### config.mk
export PLATFORM = sky130hd
export DESIGN_NAME = stall_flush_ctrl
export DESIGN_NICKNAME = d
export VERILOG_FILES = /design/src/rtl/stall_flush_ctrl_pkg.sv /design/src/rtl/stall_flush_ctrl_sat_counter.sv /design/src/rtl/stall_flush_ctrl.sv
export SDC_FILE = /design/constraint.sdc
export NUM_CORES = 1
export LEC_CHECK = 0
export ABC_CLOCK_PERIOD_IN_PS = 2450
export BUFFER_PORTS_ARGS = -buffer_cell sky130_fd_sc_hd__buf_4
export CORE_UTILIZATION = 52
export DETAILED_ROUTE_END_ITERATION = 10
export MAX_ROUTING_LAYER = met4
export PLACE_DENSITY_LB_ADDON = 0.15
export SKIP_CTS_REPAIR_TIMING = 1
export SKIP_LAST_GASP = 1
export SYNTH_ARGS = -nofsm -noshare
export SYNTH_HDL_FRONTEND = slang
export SYNTH_SLANG_ARGS = --single-unit
### constraint.sdc
create_clock -name clk -period 2.45 [get_ports clk]
set_clock_uncertainty 0.1 [all_clocks]
set_input_delay 0.49 -clock clk [delete_from_list [all_inputs] [get_ports clk]]
set_output_delay 0.49 -clock clk [all_outputs]
set_load 0.03 [all_outputs]
### src/rtl/stall_flush_ctrl_pkg.sv
// Shared core definitions: hazard FSM encoding, default memory timeout and
// the load-use hazard test used by the pipeline control.
package stall_flush_ctrl_pkg;

    typedef enum logic {
        RUN      = 1'b0,
        MEM_WAIT = 1'b1
    } fsm_state_t;

    localparam int DEFAULT_TIMEOUT = 255;

    // Execute-stage load whose result the Decode-stage instruction needs now.
    function automatic logic load_use(input logic [4:0] rs1, input logic [4:0] rs2,
                                      input logic [4:0] rd, input logic load,
                                      input logic regwrite);
        return load & regwrite & (rd != 5'd0) & ((rd == rs1) | (rd == rs2));
    endfunction

endpackage

### src/rtl/stall_flush_ctrl_sat_counter.sv
// Saturating up-counter for pipeline performance statistics.
module sat_counter #(
    parameter int W = 16
) (
    input  logic         clk,
    input  logic         rst_n,
    input  logic         inc,
    output logic [W-1:0] cnt
);

    always_ff @(posedge clk or negedge rst_n) begin
        if (!rst_n)
            cnt <= '0;
        else if (inc && (cnt != '1))
            cnt <= cnt + 1'b1;
    end

endmodule

### src/rtl/stall_flush_ctrl.sv
// Pipeline hazard control: load-use stalls, branch flushes and data-memory
// wait stalls with an optional timeout, plus stall/flush statistics.
module stall_flush_ctrl
    import stall_flush_ctrl_pkg::*;
#(
    parameter int CNT_W   = 16,
    parameter int TIMEOUT = DEFAULT_TIMEOUT
) (
    input  logic             clk,
    input  logic             rst_n,
    input  logic [4:0]       rs1D,
    input  logic [4:0]       rs2D,
    input  logic [4:0]       rdE,
    input  logic             loadE,
    input  logic             regwriteE,
    input  logic             pcsrcE,
    input  logic             dmem_reqM,
    input  logic             dmem_readyM,
    output logic             stallF,
    output logic             stallD,
    output logic             stallE,
    output logic             stallM,
    output logic             flushD,
    output logic             flushE,
    output logic             mem_err,
    output logic [CNT_W-1:0] stall_cnt,
    output logic [CNT_W-1:0] flush_cnt
);

    // Wait counter only has to reach TIMEOUT-1, the last waiting cycle.
    localparam int WW = (TIMEOUT < 2) ? 1 : $clog2(TIMEOUT);
    localparam logic [WW-1:0] TO_LAST = WW'((TIMEOUT > 0) ? TIMEOUT - 1 : 0);

    fsm_state_t    state;
    logic [WW-1:0] wcnt;
    logic          lu, mw, timeout_hit;
    logic          s_all, s_fd, f_d, f_e;

    assign lu          = load_use(rs1D, rs2D, rdE, loadE, regwriteE);
    assign mw          = dmem_reqM & ~dmem_readyM;
    assign timeout_hit = (TIMEOUT != 0) && (wcnt == TO_LAST);

    // Priority: memory wait, then taken branch, then load-use.
    always_comb begin
        s_all = 1'b0;
        s_fd  = 1'b0;
        f_d   = 1'b0;
        f_e   = 1'b0;
        if (state == MEM_WAIT) begin
            s_all = ~dmem_readyM;
        end else if (mw) begin
            s_all = 1'b1;
        end else if (pcsrcE) begin
            f_d = 1'b1;
            f_e = 1'b1;
        end else if (lu) begin
            s_fd = 1'b1;
            f_e  = 1'b1;
        end
    end

    assign stallF = rst_n & (s_all | s_fd);
    assign stallD = rst_n & (s_all | s_fd);
    assign stallE = rst_n & s_all;
    assign stallM = rst_n & s_all;
    assign flushD = rst_n & f_d;
    assign flushE = rst_n & f_e;

    always_ff @(posedge clk or negedge rst_n) begin
        if (!rst_n) begin
            state   <= RUN;
            wcnt    <= '0;
            mem_err <= 1'b0;
        end else begin
            mem_err <= 1'b0;
            case (state)
                RUN: begin
                    if (mw) begin
                        state <= MEM_WAIT;
                        wcnt  <= '0;
                    end
                end
                MEM_WAIT: begin
                    if (dmem_readyM) begin
                        state <= RUN;
                    end else if (timeout_hit) begin
                        state   <= RUN;
                        mem_err <= 1'b1;
                    end else begin
                        wcnt <= wcnt + 1'b1;
                    end
                end
                default: state <= RUN;
            endcase
        end
    end

    sat_counter #(.W(CNT_W)) u_stall_cnt (
        .clk   (clk),
        .rst_n (rst_n),
        .inc   (stallF),
        .cnt   (stall_cnt)
    );

    sat_counter #(.W(CNT_W)) u_flush_cnt (
        .clk   (clk),
        .rst_n (rst_n),
        .inc   (flushE),
        .cnt   (flush_cnt)
    );

endmodule

==> impl_metrics.py, run 1 <==
metrics = {
    "outcome": {
        "status": "complete, no violations",
    },
    "placed_design": {
        "place_inst": 320,
        "place_hpwl_mm": 3.47,
        "placed_cell_area_um2": 2740,
        "io_buffers": 60,
        "gp_congestion": 0.871,
    },
    "global_routing": {
        "track_usage_pct": 22.9,
        "antenna_found_initial": 0,
        "grt_first_pass_wirelength_mm": 7.44,
        "grt_max_degree": 43,
        "grt.overflow.total": 0,
        "grt_pass1_vias": 1695,
    },
    "timing": {
        "fin_setup_tns_ps": 0,
        "setup_viol": 0,
        "slew_violations": 0,
        "rsz0062_at_grt": "true",
        "finalHoldViolCount": 0,
        "holdWs_ps": 176,
        "finalCritPeriodShare_pct": 98.0,
        "fmax_mhz": 417,
        "slew-limit-headroom_pct": 59.8,
        "period_minus_slack_ps": 2400,
        "tightest_slew_ps": 603,
    },
    "synth": {
        "syn_inst": 207,
        "netlist_area_um2": 2210,
        "syn_avg_cell_area_um2": 10.7,
        "synth_cell_types": 41,
        "ys_ff_latch": 42,
        "yosysSeqAreaShare_pct": 47.6,
        "yosysWarnings": 0,
        "syn-num-nets": 233,
    },
    "routing": {
        "drt_iter0_markers": 130,
        "dr.pass1.iters": 4,
        "wl_per_cell_um": 14.0,
        "ant_nets": 0,
        "drt-total-wl_mm": 4.58,
        "viasPerCell": 5.44,
        "drc": 0,
        "vias": 1784,
    },
    "floorplanning": {
        "die-area_um2": 4510,
        "rows": 23,
        "die_w_um": 67.1,
        "dieHeight_um": 67.1,
        "start_util_pct": 54.8,
        "core_area_um2": 4030,
        "ios": 61,
    },
    "setup_path": {
        "cp_top_family": "compound AO/OA/AOI/OAI gates",
        "rr_startpoint": "u_stall_cnt.cnt[0]$_DFFE_PN0P_",
        "startpoint_type": "input port",
        "reg2reg_slack_ps": 270,
        "crit_path_max_fanout": 3,
        "rr_worst_depth": 6,
        "critPathArrivalTime_ps": 1810,
        "endpoint_kind": "output port",
        "critical_path_buf_inv_count": 2,
        "required_ps": 1860,
        "r2r_end": "u_stall_cnt.cnt[1]$_DFFE_PN0P_",
        "cp_cell_sequence": "buf_4 -> or3_1 -> o311a_1 -> a21o_1 -> and2_4 -> buf_6",
        "crit_slowest_cell": "o311a_1",
        "cp.depth": 6,
        "path_class": "input port to output port",
        "cp_slowest_stage_delay_ps": 370,
    },
    "cells_and_area": {
        "final_common_cell": "buf_4",
        "diodes": 0,
        "stdcell_area_um2": 2830,
        "layout.nets": 303,
        "stdcell_count": 328,
        "final_layout_size_suffix_gt1_share_pct": 30.2,
        "syn_to_final_growth_pct": 28.5,
        "mostFrequentLayoutCells": "buf_4 (65), dfrtp_1 (42), xnor2_1 (26), nand4_1 (17), xor2_1 (16)",
    },
    "power_and_ir_drop": {
        "p_leak_nw": 1.34,
        "p_per_area_nw_per_um2": 643,
        "ir_worst_vdd_mv": 0.449,
    },
    "clock_network": {
        "cts_made_buffers": 5,
        "cts_tree": "done",
        "clockRootBuffer": "clkbuf_8",
        "clockBufferDepth": 2,
        "clkTransAtPathRegs_ps": 80,
        "worstSkewPairLatency_ps": 280,
        "htreeDepth": 2,
        "cts.sinks": 42,
    },
    "hold_path": {
        "hold_class": "input port to asynchronous set/reset pin",
    },
    "run": {
        "drv_cap": 0,
    },
}
Yosys cell counts, drive strengths merged:
cell type / n / area share (%)
a22o: 2 / 0.79
nor2: 13 / 2.2
inv: 3 / 0.51
o2111ai: 1 / 0.40
a21o: 1 / 0.34
and2: 4 / 1.1
o21ai: 5 / 1.3
or2b: 1 / 0.34
and3: 11 / 3.1
nand2b: 3 / 0.85
o31ai: 1 / 0.34
xor2: 16 / 6.4
nor3b: 1 / 0.85
buf: 3 / 1.2
and4: 3 / 1.2
nand3: 11 / 2.5
o311a: 1 / 0.45
xnor2: 26 / 10
ha: 4 / 2.3
mux2: 3 / 1.7
a21oi: 5 / 1.3
nand4: 17 / 4.8
or2: 1 / 0.28
a41oi: 1 / 0.74
or3: 3 / 0.85
nor2b: 1 / 0.28
a22oi: 1 / 0.34
o221ai: 1 / 0.40
a211oi: 1 / 0.34
nand2: 14 / 2.4
dfrtp: 42 / 48
nand3b: 1 / 0.34
o21bai: 1 / 0.34
a41o: 1 / 0.45
nor4b: 1 / 0.40
nor3: 2 / 0.45
or4b: 1 / 0.45
area by class of cell:
cell class / instances / area (µm²)
fillers: 315 / 1190
repair buffers: 66 / 499
flip-flops and latches: 42 / 1050
multi-input cells: 159 / 1120
clock inverters: 2 / 13.8
well taps: 50 / 62.6
inverters: 3 / 11.3
clock buffers: 6 / 72.6
how the worst max path moves through the flow:
stage | from | end | slack, ps
global placement | rdE[0] | flushE | 30
detailed placement | rdE[0] | u_stall_cnt.cnt[1]$_DFFE_PN0P_ | -7
floorplan | dmem_readyM | stallF | 100
global route | rdE[0] | flushE | -3
finish | rdE[0] | flushE | 50
CTS | rdE[0] | flushE | 20
per-stage QoR:
step | util, % | setup slack (ps) | power, mW
floorplan | - | 101 | 1.18
global placement | 68.0 | 27.7 | 1.39
detailed placement | 68.0 | -7.30 | 1.41
CTS | 70.1 | 19.1 | 1.84
global route | 70.3 | -2.74 | 1.93
finish | 70.3 | 49.3 | 1.82
flip-flops by register name, indices dropped and copies added (netlist names):
| register | count |
|---|---|
| u_stall_cnt.cnt | 16 |
| mem_err | 1 |
| wcnt | 8 |
| state | 1 |
| u_flush_cnt.cnt | 16 |
worst register-to-register path, stage by stage (launching register included):
cell and delay, ps:
dfrtp_1 430, ha_1 230, and3_1 170, nand4_1 110, o2111ai_1 120, o21ai_2 500
mux2_2 400
kinds of logic (layout without fill, tap and decap cells):
kind of cell / count (synthesis) / after routing / share of synthesized area [%]
fa+ha+maj: 4 / 4 / 2.27
flops: 42 / 42 / 47.6
xor+xnor: 42 / 42 / 16.7
compound gates: 22 / 22 / 7.55
mux: 3 / 3 / 1.70
simple gates: 88 / 88 / 22.5
buf+inv: 6 / 77 / 1.70
metal layers:
| layer | part of all wire (%) | GRT usage, % | up-vias |
|---|---|---|---|
| li1 | - | - | 878 |
| met2 | 49 | 37.8 | 56 |
| met3 | 6.5 | 5.57 | 8 |
| met1 | 44 | 27.3 | 842 |
| met4 | 1.1 | 7.71 | 0 |
| met5 | 0 | - | - |
report_power, final:
part / total (mW) / leakage (nW) / switching, mW / internal, mW
Sequential: 0.878 / 0.569 / 0.106 / 0.772
Combinational: 0.513 / 0.726 / 0.288 / 0.225
Clock: 0.430 / 0.0452 / 0.229 / 0.201
(Power assumes the default switching activity.)
==> inputs of run 2 (changes only) <==
--- a/config.mk
+++ b/config.mk
@@ -6,9 +6,9 @@
 export NUM_CORES = 1
 export LEC_CHECK = 0
 export ABC_CLOCK_PERIOD_IN_PS = 2450
-export BUFFER_PORTS_ARGS = -buffer_cell sky130_fd_sc_hd__buf_4
-export CORE_UTILIZATION = 52
+export CORE_UTILIZATION = 62
 export DETAILED_ROUTE_END_ITERATION = 10
+export DONT_BUFFER_PORTS = 1
 export MAX_ROUTING_LAYER = met4
 export PLACE_DENSITY_LB_ADDON = 0.15
 export SKIP_CTS_REPAIR_TIMING = 1
==> run 2 against run 1 <==
Effect of this change:
- maximum frequency increased by 2.6%
- sequential cell count unchanged
- critical path type is now register to output port
- non-clock buffer count decreased by 47
- sequential share of layout area increased by 5.4 points
- register-to-register slack improved by 30 ps
- worst setup slack improved by 60 ps
- sequential power increased by 2.5%
- via count decreased by 4.7%
- final area decreased by 13%
- global-route usage increased by 3.4 points
==> impl_metrics.py, run 2 (synthesized netlist as in run 1, its figures left out) <==
metrics = {
    "routing": {
        "drc": 0,
        "ant_nets": 0,
        "vias": 1700,
        "highest_layer": "met4",
        "dr.pass1.iters": 4,
        "wl_met2_mm": 2.37,
        "drt-total-wl_mm": 4.61,
        "viasPerCell": 6.14,
        "wl_per_cell_um": 16.6,
        "wl_met3_um": 275,
        "drt_iter0_markers": 72,
        "wl_met1_mm": 1.91,
    },
    "cells_and_area": {
        "utilization_pct": 73.6,
        "diodes": 0,
        "fillers": 253,
        "mostFrequentLayoutCells": "dfrtp_1 (42), xnor2_1 (26), nand4_1 (17), xor2_1 (16), buf_4 (16)",
        "ff_latch_area_um2": 1050,
        "multiInputGateArea_um2": 1120,
        "syn_to_final_growth_pct": 12.3,
        "reg.largest.list": "u_flush_cnt.cnt x16, u_stall_cnt.cnt x16, wcnt x8",
        "final_common_cell": "dfrtp_1",
        "final_layout_size_suffix_gt1_share_pct": 15.2,
        "layout.nets": 256,
    },
    "global_routing": {
        "grt_pass1_vias": 1541,
        "grt.overflow.total": 0,
        "grt_max_degree": 44,
        "grt_first_pass_wirelength_mm": 6.91,
        "track_usage_pct": 26.3,
        "antenna_found_initial": 0,
    },
    "clock_network": {
        "cts_made_buffers": 5,
        "htreeDepth": 2,
        "cts_tree": "done",
        "clkTransAtPathRegs_ps": 130,
        "cts.sinks": 42,
        "worstSkewPairLatency_ps": 370,
        "clockBufferDepth": 2,
        "clockRootBuffer": "clkbuf_4",
    },
    "setup_path": {
        "path_class": "register to output port",
        "crit_path_max_fanout": 7,
        "startpoint_type": "register",
        "endpoint_kind": "output port",
        "critPathArrivalTime_ps": 1750,
        "required_ps": 1860,
    },
    "floorplanning": {
        "rows": 21,
        "dieHeight_um": 61.6,
        "die_w_um": 61.6,
        "start_util_pct": 65.6,
        "ios": 61,
        "die-area_um2": 3800,
        "core_area_um2": 3360,
    },
    "timing": {
        "rsz0062_at_grt": "false",
        "fin_setup_tns_ps": 0,
        "slew-limit-headroom_pct": 67.4,
        "slew_violations": 0,
        "fmax_mhz": 427,
        "setup_viol": 0,
        "finalHoldViolCount": 0,
        "period_minus_slack_ps": 2340,
        "finalCritPeriodShare_pct": 95.5,
        "holdWs_ps": 93.7,
        "setup_ws_ps": 110,
        "tightest_slew_ps": 489,
    },
    "placed_design": {
        "place_hpwl_mm": 3.38,
        "io_buffers": 0,
        "gp_congestion": 0.823,
        "dpl_worst_slack_ps": 176,
    },
    "run": {
        "drv_cap": 0,
    },
    "power_and_ir_drop": {
        "p_per_area_nw_per_um2": 677,
        "p_leak_nw": 1.09,
        "ir_worst_vdd_mv": 0.520,
    },
    "outcome": {
        "status": "complete, no violations",
    },
    "hold_path": {
        "hold_class": "input port to register",
    },
}
-- run 2: cell count changes in the layout (fill, tap and decap cells not counted), moves of 2 or more --
| cell | before | now |
|---|---|---|
| buf_4 | 65 | 16 |
| clkinvlp_4 | 0 | 2 |
| clkbuf_8 | 5 | 0 |
| clkbuf_4 | 0 | 5 |
-- run 2: per-layer routing --
metal / vias to the layer above / GRT usage (%)
li1: 792 / -
met1: 848 / 31.1
met2: 54 / 42.7
met3: 6 / 7.77
met4: 0 / 8.89
met5: - / -
-- run 2: area by class of cell --
class | count | share of cell area (%)
repair buffers | 19 | 7.18
flip-flops and latches | 42 | 42.4
multi-input cells | 159 | 45.1
inverters | 3 | 0.455
clock inverters | 3 | 0.960
well taps | 46 | 2.32
clock buffers | 5 | 1.52
-- run 2: worst max-delay path, stage by stage (launching register included) --
cell and delay, ps:
dfrtp_1 500, o21bai_1 340, nor2_1 140, a41o_1 260, buf_12 160
-- run 2: metrics by stage --
step	total power, mW	cell area (µm²)	instances
after floorplan	1.18	2210	207
after global placement	1.29	2380	267
after detailed placement	1.31	2380	267
after CTS	1.67	2440	275
after global routing	1.76	2480	277
final	1.68	2480	277
-- run 2: worst paths after layout --
path | slack [ps] | start | end | cells after the start
setup / recovery | 110 | state$_DFF_PN0_ | stallD | 4
hold / removal | 90 | dmem_readyM | mem_err$_DFF_PN0_ | 1
setup reg to reg | 300 | wcnt[0]$_DFFE_PN0P_ | wcnt[7]$_DFFE_PN0P_ | 7
hold reg to reg | 490 | wcnt[4]$_DFFE_PN0P_ | wcnt[4]$_DFFE_PN0P_ | 2
max in group asynchronous | 1550 | rst_n | u_flush_cnt.cnt[9]$_DFFE_PN0P_ | 2
min in group asynchronous | 490 | rst_n | u_stall_cnt.cnt[6]$_DFFE_PN0P_ | 2
-- run 2: power breakdown --
group,leakage [nW],internal [mW],switching (mW),total (mW)
combinational,0.494,0.172,0.244,0.417
clock,0.0278,0.115,0.245,0.360
sequential,0.569,0.771,0.130,0.900
total,1.09,1.06,0.619,1.68
==> inputs of run 3 (changes only) <==
--- a/config.mk
+++ b/config.mk
@@ -6,9 +6,12 @@
 export NUM_CORES = 1
 export LEC_CHECK = 0
 export ABC_CLOCK_PERIOD_IN_PS = 2450
-export CORE_UTILIZATION = 62
+export BUFFER_PORTS_ARGS = -buffer_cell sky130_fd_sc_hd__buf_4
+export CELL_PAD_IN_SITES_DETAIL_PLACEMENT = 0
+export CELL_PAD_IN_SITES_GLOBAL_PLACEMENT = 2
+export CORE_UTILIZATION = 32
 export DETAILED_ROUTE_END_ITERATION = 10
-export DONT_BUFFER_PORTS = 1
+export GPL_ROUTABILITY_DRIVEN = 1
 export MAX_ROUTING_LAYER = met4
 export PLACE_DENSITY_LB_ADDON = 0.15
 export SKIP_CTS_REPAIR_TIMING = 1
==> run 3 against run 2 <==
Effect of this change:
- count of clock-buffer cells in the layout did not move
- hold slack improved by 100 ps
- maximum frequency fell by 3.0%
- sequential share of layout area fell by 6.0 points
- final area rose by 16%
- via count rose by 4.4%
- worst setup slack got worse by 71 ps
- non-clock buffer count rose by 48
- register-to-register slack got worse by 110 ps
==> impl_metrics.py, run 3 (synthesized netlist as in run 1, its figures left out) <==
metrics = {
    "global_routing": {
        "grt_pass1_vias": 1792,
        "antenna_found_initial": 0,
        "grt.overflow.total": 0,
        "track_usage_pct": 15.1,
        "grt_first_pass_wirelength_mm": 8.44,
        "grt_max_degree": 43,
    },
    "floorplanning": {
        "dieHeight_um": 85.0,
        "start_util_pct": 34.0,
        "die-area_um2": 7230,
        "die_w_um": 85.0,
        "core_area_um2": 6490,
        "rows": 29,
        "ios": 61,
    },
    "setup_path": {
        "required_ps": 1860,
        "critPathArrivalTime_ps": 1820,
        "cp_top_family": "compound AO/OA/AOI/OAI gates",
        "crit_start": "rdE[0]",
        "path_class": "input port to output port",
        "rr_startpoint": "u_stall_cnt.cnt[0]$_DFFE_PN0P_",
        "critical_path_buf_inv_count": 2,
        "startpoint_type": "input port",
        "cp_common_cell": "buf_4",
        "cp_slowest_stage_delay_ps": 380,
        "cp_cell_sequence": "buf_4 -> or3_4 -> o311a_4 -> a41o_1 -> buf_4",
        "crit_path_max_fanout": 4,
        "crit_slowest_cell": "o311a_4",
        "endpoint_kind": "output port",
    },
    "timing": {
        "tightest_slew_ps": 688,
        "slew_violations": 0,
        "slew-limit-headroom_pct": 54.1,
        "fin_setup_tns_ps": 0,
        "fmax_mhz": 415,
        "holdWs_ps": 198,
        "finalHoldViolCount": 0,
        "setup_viol": 0,
        "period_minus_slack_ps": 2410,
        "setup_ws_ps": 38.4,
        "finalCritPeriodShare_pct": 98.4,
    },
    "routing": {
        "ant_nets": 0,
        "viasPerCell": 5.00,
        "drc": 0,
        "drt-total-wl_mm": 5.03,
        "vias": 1774,
        "drt_iter0_markers": 39,
        "wl_per_cell_um": 14.2,
        "dr.pass1.iters": 4,
    },
    "power_and_ir_drop": {
        "p_seq_share_pct": 48.2,
        "p_comb_share_pct": 28.3,
        "ir_worst_vdd_mv": 0.379,
        "p_leak_nw": 1.35,
        "p_total_mw": 1.83,
        "p_sw_mw": 0.635,
        "clkPwrFrac_pct": 23.5,
        "switching_share_pct": 34.8,
        "p_int_mw": 1.19,
        "p_per_area_nw_per_um2": 634,
    },
    "clock_network": {
        "clockRootBuffer": "clkbuf_8",
        "clkTransAtPathRegs_ps": 80,
        "worstSkewPairLatency_ps": 290,
        "cts_made_buffers": 5,
        "clockBufferDepth": 2,
        "cts.sinks": 42,
        "cts_tree": "done",
        "htreeDepth": 2,
    },
    "cells_and_area": {
        "fillers": 643,
        "stdcell_area_um2": 2880,
        "ff_latch_area_um2": 1050,
        "diodes": 0,
        "multiInputGateArea_um2": 1140,
        "final_layout_size_suffix_gt1_share_pct": 30.9,
        "mostFrequentLayoutCells": "buf_4 (66), dfrtp_1 (42), xnor2_1 (26), nand4_1 (17), xor2_1 (16)",
        "syn_to_final_growth_pct": 30.6,
        "layout.nets": 304,
        "reg.largest.list": "u_flush_cnt.cnt x16, u_stall_cnt.cnt x16, wcnt x8",
        "final_common_cell": "buf_4",
    },
    "placed_design": {
        "gp_congestion": 0.759,
        "place_hpwl_mm": 3.67,
        "dpl_worst_slack_ps": -78.8,
        "placed_cell_area_um2": 2780,
        "io_buffers": 60,
    },
    "run": {
        "drv_cap": 0,
    },
    "hold_path": {
        "hold_class": "input port to asynchronous set/reset pin",
    },
    "outcome": {
        "status": "complete, no violations",
    },
}
==> run 3: path summary, 6_finish.rpt <==
kind	to	slack [ps]	cells past startpoint
max	stallF	40	5
min	u_flush_cnt.cnt[12]$_DFFE_PN0P_	200	2
max reg2reg	u_stall_cnt.cnt[1]$_DFFE_PN0P_	190	6
min reg2reg	u_stall_cnt.cnt[9]$_DFFE_PN0P_	400	1
max in group asynchronous	u_stall_cnt.cnt[1]$_DFFE_PN0P_	1670	2
min in group clk	mem_err$_DFF_PN0_	280	2
==> run 3: layout make-up <==
type / count / share of cell area, %
clock inverter: 2 / 0.348
multi-input combinational: 159 / 39.4
inverter: 3 / 0.391
sequential: 42 / 36.5
clock buffer: 5 / 2.39
tap: 77 / 3.34
timing repair buffer: 67 / 17.6
==> run 3: power groups by stage <==
stage / sequential [mW] / clock [mW] / combinational (mW)
after detailed placement: 0.896 / 0 / 0.519
after floorplan: 1.01 / 0 / 0.176
after global placement: 0.894 / 0 / 0.515
final: 0.881 / 0.428 / 0.516
after CTS: 0.883 / 0.450 / 0.520
after global routing: 0.896 / 0.475 / 0.559
==> run 3: routing by layer <==
layer,share of wire [%],global-route usage (%),up-vias,wire [µm]
met4,0.89,4.93,0,45
met5,0,-,-,0
met3,6.4,4.09,5,322
met1,48,20.0,843,2390
li1,-,-,881,-
met2,45,22.6,45,2270
==> run 3: metrics by stage <==
| stage | util, % | instances |
|---|---|---|
| after floorplan | - | 207 |
| after detailed placement | 42.8 | 348 |
| after global placement | 42.8 | 348 |
| after global routing | 44.3 | 355 |
| final | 44.3 | 355 |
| after CTS | 44.0 | 355 |
